==> config.mk <==
export PLATFORM = sky130hd
export DESIGN_NAME = branch_predictor
export DESIGN_NICKNAME = d
export VERILOG_FILES = /design/src/rtl/bp_pkg.sv /design/src/rtl/bht_table.sv /design/src/rtl/branch_predictor.sv
export SDC_FILE = /design/constraint.sdc
export NUM_CORES = 1
export LEC_CHECK = 0
export ABC_AREA = 1
export BUFFER_PORTS_ARGS = -buffer_cell sky130_fd_sc_hd__buf_2
export CORE_MARGIN = 1
export CORE_UTILIZATION = 36
export CTS_CLUSTER_SIZE = 12
export DETAILED_ROUTE_END_ITERATION = 10
export GPL_TIMING_DRIVEN = 0
export PLACE_DENSITY_LB_ADDON = 0.15
export REMOVE_ABC_BUFFERS = 1
export SKIP_CTS_REPAIR_TIMING = 1
export SYNTH_ARGS = -nofsm -noshare
export SYNTH_HDL_FRONTEND = slang
export SYNTH_SLANG_ARGS = --single-unit
==> constraint.sdc <==
create_clock -name clk_i -period 6.09 [get_ports clk_i]
set_input_delay 1.5225 -clock clk_i [delete_from_list [all_inputs] [get_ports clk_i]]
set_output_delay 1.5225 -clock clk_i [all_outputs]
set_load 0.02 [all_outputs]
==> src/rtl/bp_pkg.sv <==
`default_nettype none
// ============================================================================
//  Module   : bp_pkg
//  Brief    : Shared types and constants for the gshare branch predictor:
//             counter-state enum, branch opcodes, F/D register layout and
//             the saturating 2-bit counter update.
//  Revision : 1.0 - initial release
// ============================================================================
package bp_pkg;

  // Upper bound on the BHT index width carried in the F/D register; the
  // predictor instance uses the low IDX_W bits of the stored index.
  localparam int c_IDX_MAX_W = 16;

  typedef enum logic [1:0] {
    STRONG_NT = 2'b00,
    WEAK_NT   = 2'b01,
    WEAK_T    = 2'b10,
    STRONG_T  = 2'b11
  } bp_cnt_e;

  localparam logic [5:0] OP_BEQ = 6'b000100;
  localparam logic [5:0] OP_BNE = 6'b000101;

  typedef struct packed {
    logic                   valid;
    logic                   taken;
    logic [c_IDX_MAX_W-1:0] idx;
    logic [31:0]            pc_plus4;
    logic [31:0]            target;
  } bp_fd_t;

  // Move the counter one step toward the resolved direction, pinned at the ends.
  function automatic bp_cnt_e bp_sat_update(input bp_cnt_e cnt, input logic taken);
    bp_cnt_e nxt;
    nxt = cnt;
    if (taken) begin
      if (cnt != STRONG_T) nxt = bp_cnt_e'(cnt + 2'd1);
    end else begin
      if (cnt != STRONG_NT) nxt = bp_cnt_e'(cnt - 2'd1);
    end
    return nxt;
  endfunction

endpackage
`default_nettype wire

==> src/rtl/bht_table.sv <==
`default_nettype none
// ============================================================================
//  Module   : bht_table
//  Brief    : 2^IDX_W x 2-bit branch history table. One combinational read
//             port; one write port applying a saturating counter update.
//  Revision : 1.0 - initial release
// ============================================================================
module bht_table
  import bp_pkg::*;
#(
  parameter int IDX_W = 6
) (
  input  logic             clk_i,
  input  logic             rst_ni,
  input  logic [IDX_W-1:0] i_rd_idx,
  output bp_cnt_e          o_rd_cnt,
  input  logic             i_we,
  input  logic [IDX_W-1:0] i_wr_idx,
  input  logic             i_wr_taken
);

  localparam int c_DEPTH = 2 ** IDX_W;

  bp_cnt_e r_bht [c_DEPTH];

  // Read is unbypassed: a same-cycle write is only visible after the edge.
  assign o_rd_cnt = r_bht[i_rd_idx];

  // Table storage: reset every entry to weakly-not-taken, update on resolve.
  always_ff @(posedge clk_i or negedge rst_ni) begin
    if (!rst_ni) begin
      for (int i = 0; i < c_DEPTH; i++) begin
        r_bht[i] <= WEAK_NT;
      end
    end else if (i_we) begin
      r_bht[i_wr_idx] <= bp_sat_update(r_bht[i_wr_idx], i_wr_taken);
    end
  end

endmodule
`default_nettype wire

==> src/rtl/branch_predictor.sv <==
`default_nettype none
// ============================================================================
//  Module   : branch_predictor
//  Brief    : gshare direction predictor for a 5-stage MIPS pipeline.
//             Predecodes beq/bne in Fetch, predicts from PC^GHR-indexed 2-bit
//             counters, carries the prediction to Decode and flags misses
//             with the recovery PC. Keeps branch/miss performance counters.
//  Revision : 1.0 - initial release
// ============================================================================
module branch_predictor
  import bp_pkg::*;
#(
  parameter int IDX_W = 6,
  parameter int GHR_W = 6,
  parameter int CNT_W = 32
) (
  input  logic             clk_i,
  input  logic             rst_ni,
  input  logic [31:0]      pc_f_i,
  input  logic [31:0]      instr_f_i,
  input  logic             stall_f_i,
  input  logic             stall_d_i,
  input  logic             flush_d_i,
  input  logic [1:0]       branch_d_i,
  input  logic             pc_src_d_i,
  output logic             predict_taken_f_o,
  output logic [31:0]      predict_pc_f_o,
  output logic             predict_miss_o,
  output logic [31:0]      redirect_pc_o,
  output logic [CNT_W-1:0] branch_cnt_o,
  output logic [CNT_W-1:0] miss_cnt_o
);

  logic [GHR_W-1:0] r_ghr;
  bp_fd_t           r_fd;
  logic [CNT_W-1:0] r_branch_cnt;
  logic [CNT_W-1:0] r_miss_cnt;

  logic [5:0]       w_op_f;
  logic             w_is_br_f;
  logic [31:0]      w_pc_plus4_f;
  logic [31:0]      w_target_f;
  logic [IDX_W-1:0] w_ghr_ext;
  logic [IDX_W-1:0] w_idx_f;
  bp_cnt_e          w_rd_cnt;
  bp_fd_t           w_fd_f;
  logic [IDX_W-1:0] w_idx_d;
  logic             w_res_d;
  logic             w_miss_d;
  logic [GHR_W-1:0] w_ghr_next;
  logic             w_unused_bits;

  // ---------------- Fetch: predecode, target, index, prediction -----------
  assign w_op_f       = instr_f_i[31:26];
  assign w_is_br_f    = (w_op_f == OP_BEQ) || (w_op_f == OP_BNE);
  assign w_pc_plus4_f = pc_f_i + 32'd4;
  assign w_target_f   = w_pc_plus4_f + {{14{instr_f_i[15]}}, instr_f_i[15:0], 2'b00};
  assign w_ghr_ext    = IDX_W'(r_ghr);
  assign w_idx_f      = pc_f_i[IDX_W+1:2] ^ w_ghr_ext;

  assign predict_taken_f_o = w_is_br_f & w_rd_cnt[1];
  assign predict_pc_f_o    = predict_taken_f_o ? w_target_f : w_pc_plus4_f;

  assign w_fd_f.valid    = w_is_br_f;
  assign w_fd_f.taken    = predict_taken_f_o;
  assign w_fd_f.idx      = c_IDX_MAX_W'(w_idx_f);
  assign w_fd_f.pc_plus4 = w_pc_plus4_f;
  assign w_fd_f.target   = w_target_f;

  // ---------------- Decode: resolve and miss detection --------------------
  // Resolution is suppressed while Decode is stalled: operands may be stale.
  assign w_idx_d  = r_fd.idx[IDX_W-1:0];
  assign w_res_d  = r_fd.valid && (branch_d_i != 2'b00) && !stall_d_i;
  assign w_miss_d = w_res_d && (r_fd.taken != pc_src_d_i);

  assign predict_miss_o = w_miss_d;
  assign redirect_pc_o  = pc_src_d_i ? r_fd.target : r_fd.pc_plus4;
  assign branch_cnt_o   = r_branch_cnt;
  assign miss_cnt_o     = r_miss_cnt;

  // Global history shift; a 1-bit history simply records the last outcome.
  generate
    if (GHR_W == 1) begin : g_ghr_one
      assign w_ghr_next = pc_src_d_i;
    end else begin : g_ghr_shift
      assign w_ghr_next = {r_ghr[GHR_W-2:0], pc_src_d_i};
    end
  endgenerate

  // Fetch has no state of its own, so its stall and the unused instruction
  // fields only need to be consumed here.
  assign w_unused_bits = ^{stall_f_i, instr_f_i[25:16], r_fd.idx, w_rd_cnt[0]};

  bht_table #(
    .IDX_W (IDX_W)
  ) u_bht (
    .clk_i      (clk_i),
    .rst_ni     (rst_ni),
    .i_rd_idx   (w_idx_f),
    .o_rd_cnt   (w_rd_cnt),
    .i_we       (w_res_d),
    .i_wr_idx   (w_idx_d),
    .i_wr_taken (pc_src_d_i)
  );

  // F/D pipeline register: stall holds (beats flush), flush drops valid.
  always_ff @(posedge clk_i or negedge rst_ni) begin
    if (!rst_ni) begin
      r_fd <= '0;
    end else if (stall_d_i) begin
      r_fd <= r_fd;
    end else if (flush_d_i) begin
      r_fd.valid <= 1'b0;
    end else begin
      r_fd <= w_fd_f;
    end
  end

  // Global history register advances once per resolved branch.
  always_ff @(posedge clk_i or negedge rst_ni) begin
    if (!rst_ni) begin
      r_ghr <= '0;
    end else if (w_res_d) begin
      r_ghr <= w_ghr_next;
    end
  end

  // Saturating performance counters for resolved branches and misses.
  always_ff @(posedge clk_i or negedge rst_ni) begin
    if (!rst_ni) begin
      r_branch_cnt <= '0;
      r_miss_cnt   <= '0;
    end else begin
      if (w_res_d && (r_branch_cnt != {CNT_W{1'b1}})) begin
        r_branch_cnt <= r_branch_cnt + CNT_W'(1);
      end
      if (w_miss_d && (r_miss_cnt != {CNT_W{1'b1}})) begin
        r_miss_cnt <= r_miss_cnt + CNT_W'(1);
      end
    end
  end

endmodule
`default_nettype wire

# Word level (Yosys, flattened, before mapping)
# Cells that the tools add are included.
[word_totals]
regBits = 270
inputBits = 72
output_inout_bits = 130
elab_cells = 120
[classes]
add_sub_neg = 6
n_lt_le_gt_ge = 3
eq_ne = 6
muxes = 16
bitwise_logic = 6
reduce_logical = 11
[ops]
columns = ["cell", "n"]
rows = [
  ["bitwise mux 128 bit", 1],
  ["adder 32 x 1 -> 32 bit, second input constant", 2],
  ["2-to-1 mux 32 bit", 2],
  ["!= test 32 bit, second input constant", 2],
  ["adder 32 x 3 -> 32 bit, second input constant", 1],
  ["adder 32 bit", 1],
  ["binary-select mux 2 bit (select 6 bit)", 2],
  ["2-to-1 mux 2 bit", 9],
  ["greater-or-equal comparator 7 bit, second input constant", 2],
  ["NOT 6 -> 7 bit", 2],
  ["demux 2 bit (select 6 bit)", 1],
  ["== test 6 x 3 -> 1 bit, second input constant", 2],
  ["less-than comparator 7 x 1 -> 1 bit, second input constant", 1],
  ["logical AND 1 bit", 6],
  ["XOR 6 bit", 1],
  ["nonzero test 2 bit", 2],
  ["adder 2 x 1 -> 2 bit, second input constant", 1],
  ["!= test 2 bit, second input constant", 1],
  ["NOT 1 bit", 2],
  ["AND reduction 2 bit", 1],
  ["subtractor 2 x 1 -> 2 bit, second input constant", 1],
  ["AND 1 bit", 1],
  ["logical NOT 1 bit", 1],
  ["logical OR 1 bit", 1],
  ["2 further kinds", 2],
]

# Logic depth before layout (Yosys ltp)
[logic_depth]
depth_word = 9
mapped_depth = 25
depth_no_buf = 25

# Cells and area by module
# A second synthesis with hierarchy kept.
[unflattened]
hier_cells = 2884
hier_area_um2 = 18595.3
[modules_own_cells]
columns = ["module", "instances", "cells_each", "area_per_inst_um2", "seq_area_each_um2"]
rows = [
  ["branch_predictor", 1, 1594, 10349.9, 3503.4],
  ["bht_table", 1, 1290, 8245.4, 3283.1],
]

# Least setup slack after synthesis
# OpenSTA, ideal clock, no wires.
[synth_path]
kind = "input to output"
start = "input port pc_f_i[2]"
end = "output port predict_pc_f_o[30]"
arrival_time_ns = 4.082
required_ns = 4.567
setup_slack_ns = 0.485
cell_stages = 21
n_path_buf = 0
path_cell_list = "inv_1 nor2_2 nand2_1 nor2_1 nand3b_1 nor2_1 nand3_1 nor2_1 xor2_1 inv_1 ha_1 nand2_1 nor2_1 inv_1 nor3_1 nand3_1 nand2_1 nand2_1 nand2_1 nand4_1 nand2_1"
[synth_via]
word_cells_on_any_way = 9
cone_classes = "2 x add/sub; 4 x mux; 3 x bitwise"
[synth_rtl]
columns = ["item", "line_no", "rtl"]
rows = [
  ["start: declaration", "branch_predictor.sv:19", "input logic [31:0] pc_f_i,"],
  ["adder 32 x 3 -> 32 bit", "branch_predictor.sv:56", "assign w_pc_plus4_f = pc_f_i + 32'd4;"],
  ["named net w_pc_plus4_f[25]", "branch_predictor.sv:41", "logic [31:0] w_pc_plus4_f;"],
  ["adder 32 bit", "branch_predictor.sv:57", "assign w_target_f = w_pc_plus4_f + {{14{instr_f_i[15]}}, instr_f_i[15:0], 2'b00};"],
  ["2-to-1 mux 32 bit", "branch_predictor.sv:62", "assign predict_pc_f_o = predict_taken_f_o ? w_target_f : w_pc_plus4_f;"],
  ["end: declaration", "branch_predictor.sv:27", "output logic [31:0] predict_pc_f_o,"],
]
# The timed path passes the listed nets, and every way through them passes these cells. The select of a mux whose other input is x is not followed.

# Worst setup path after layout
[layout_path]
start = "input port pc_f_i[7]"
end = "output port predict_pc_f_o[29]"
# Same word-level chain as after synthesis.

==> impl_results.md <==
* Status: finished, violations left
* Failing checks: negative setup slack
* Die H at 223 um
* Rel. slew slack at 20.7%
* CTS tree: yes
* Most frequent cell after synthesis: nand2_1
* Async S/R FF share, synth at 100%
* Wirelength, routed at 60,900 um
* Placed insts at 3,360
* Cts bufs inserted at 35
* Top FF cell, synth: dfrtp_1
* Top cell type's share of synthesized area at 28.9%
* Area Growth Syn to Fin at 20.4%
* Initial Util at 36.7%
* Combinational power share at 25.2%
* DRT iter0 DRCs at 1,358
* Via count at 17,835
* Vias in the first global route at 17,056
* Yosys cell types at 41
* Reg2reg setup slack at 1.63 ns
* CTS clk-pin slew, worst paths at 0.05 ns
* Hold Crit Class: flip-flop to flip-flop
* Initial antenna violation count at 0
* Synth cell count leaders: nand2_1 (1,175), inv_1 (248), dfrtp_1 (204)
* Worst-Skew Late Latency at 0.56 ns
* Worst Setup EP: predict_pc_f_o[29]
* Adder-cell share of the synthesized area at 2.88%
* Fin area at 21,200 um2
* Worst VDD drop at 0.230 mV
* Worst setup path startpoint: pc_f_i[7]
* Internal at 3.59 mW
* Max_cap viols at 0
* Period utilization at 101%
* Yosys top cell by area: dfrtp_1
* Clock tree buffer depth at 3
* Synthesized area at 17,600 um2
* Final Skew at 0.0113 ns
* Core area at 48,000 um2
* Flops & latches, synth at 268
* Sequential share of the synthesized area at 38.5%
* Sw Share at 35.8%
* Final HPWL DP at 40,400 um
* First-pass GRT wire length at 93,900 um
* Crit path time final at 6.14 ns
* RSZ-0062 raised after global routing: yes
* PwrDens at 263 nW/um2
* CP Launch Type: input pin
* Net switching power at 2.00 mW
* Final slew viol count at 0
* Area after DPL at 19,000 um2
* Per-cell routed wire length at 17.6 um
* Largest net degree at the start of global routing at 109
* RePlAce Congestion at 0.930
* Fin Hold WS at 0.464 ns
* Final ANT Viol Nets at 0
* Main combinational cell family by area after synthesis: simple AND/OR/NAND/NOR gates
* Tightest Pin Transition at 1.19 ns
* Die Footprint at 49,900 um2
* Complex-gate fraction of the synthesized area at 4.85%
* Num rows at 80
* Reg2reg path depth at 15
* Final Power at 5.59 mW
* Die W at 223 um
* Leak at 10.6 nW
* Setup Crit Path Kind: input pin to output port
* IO Pins at 202
* Root Driver: clkbuf_16
* Reg-to-reg endpoint: u_bht.r_bht[44]
* Setup crit end kind: output port
* CP Data Required Time at 4.57 ns
* Synth top area cells: dfrtp_1 (29%), nand2_1 (25%), dfstp_2 (9.5%), nand3_1 (5.3%), inv_1 (5.3%)
* Fmax at 0.163 GHz
* Mapped Cells at 2,647
* Fin cells at 3,450
* GRT Total Usage at 23.8%
* Synth Area in Simple Gates at 40.1%
* Core Util, Final at 44.2%
* # port buffers at 189
* Warnings, synthesis at 0
* Synth Area in XOR/XNOR at 5.39%
* Final Hold Viols at 0
* Multiplexer share of the synthesized area at 0%
* Layout cells sized above 1 at 17.1%
* NumNets Final at 2,920
* WP data arrival at 4.61 ns
* Sequential power share at 36.2%
* Synthesized area per cell at 6.66 um2
* Sink Count at 268
* Reg-to-Reg Start: r_fd[64]
* Post-DR vias/cell at 5.17
* CTS H-tree lvls at 2
* Place WS at -1.48 ns
* Clock power share at 38.6%
* Pre-antenna DRT Iters at 5
* Setup TNS at -0.119 ns
* Remaining DRCs at 0
* Global route overflow at 0
* CP max FO at 6
* Setup ws final at -0.0472 ns
* Antenna diode count at 0
* Final setup fails at 4
* Hold_sp: u_bht.r_bht[108]
* Post-synth EDFFs at 0
per-layer routing:
layer | wire (um) | global-route usage (%)
met1 | 28000 | 33.3
met2 | 27500 | 38.0
met3 | 3630 | 3.38
met4 | 1710 | 7.29
met5 | 0 | 0
worst min path at each step:
stage                       endpoint  slack, ns  cells after the start
floorplan                    r_fd[2]       0.44                      2
global placement            r_fd[33]       0.45                      2
detailed placement    u_bht.r_bht[2]       0.45                      2
CTS                   u_bht.r_bht[2]       0.46                      2
global route        u_bht.r_bht[108]       0.47                      2
finish              u_bht.r_bht[108]       0.46                      2
layout make-up:
class | instances | area (um2)
Timing Repair Buffer | 220 | 1400
Clock buffer | 52 | 1010
Fill cell | 4998 | 26800
Sequential cell | 268 | 6790
Multi-Input combinational cell | 2031 | 10100
Clock inverter | 12 | 179
Tap cell | 615 | 769
Inverter | 252 | 950
cell usage in the layout (no fill, tap or decap), types with 9 or more instances in the layout:
master     count
nand2_1     1146
inv_1        239
dfrtp_1      202
nand3_1      176
buf_2        175
nor2_1       146
nor3_1        80
o21ai_0       72
dfstp_2       64
nand4_1       63
xor2_1        62
a21oi_1       44
clkbuf_16     35
ha_1          30
buf_4         28
xnor2_1       26
nand2_2       25
nor2_4        18
o21ai_1       15
nor2_2        14
inv_2         12
xor2_2        11
nor3_2        10
nand3_2       10
a31oi_1       10
clkbuf_1      10
a21oi_2        9
cell families after synthesis:
family	Yosys count
buf+inv	350
flops	268
compound gates	162
fa+ha+maj	40
simple gates	1721
xor+xnor	106
registers in the layout, indices dropped and copies added, names as in the netlist:
signal,flops
branch_cnt_o,32
miss_cnt_o,32
r_fd,70
r_ghr,6
u_bht.r_bht,128
worst max-delay path: stages:
cell and delay, ns:
buf_4 0.14, nand2_1 0.09, nor2_2 0.12, nand2_2 0.09
nor3_4 0.34, nand3b_1 0.28, nor2_4 0.23, nand2_2 0.09
xor2_2 0.26, inv_2 0.09, ha_4 0.28, a21o_1 0.16
nor2_1 0.11, nand2_1 0.10, a21oi_2 0.17, nand3_1 0.13
nand2_1 0.08, nand4_1 0.09, nand2_1 0.11, buf_4 0.14
power by group through the flow:
stage               Clock [mW]  Sequential, mW  Combinational, mW
floorplan                    0            2.03              0.748
global placement             0            2.06               1.24
detailed placement           0            2.05               1.28
CTS                       2.21            2.02               1.28
global route              2.28            2.04               1.53
finish                    2.16            2.03               1.41
No activity file was read; power rests on OpenSTA's default activity.
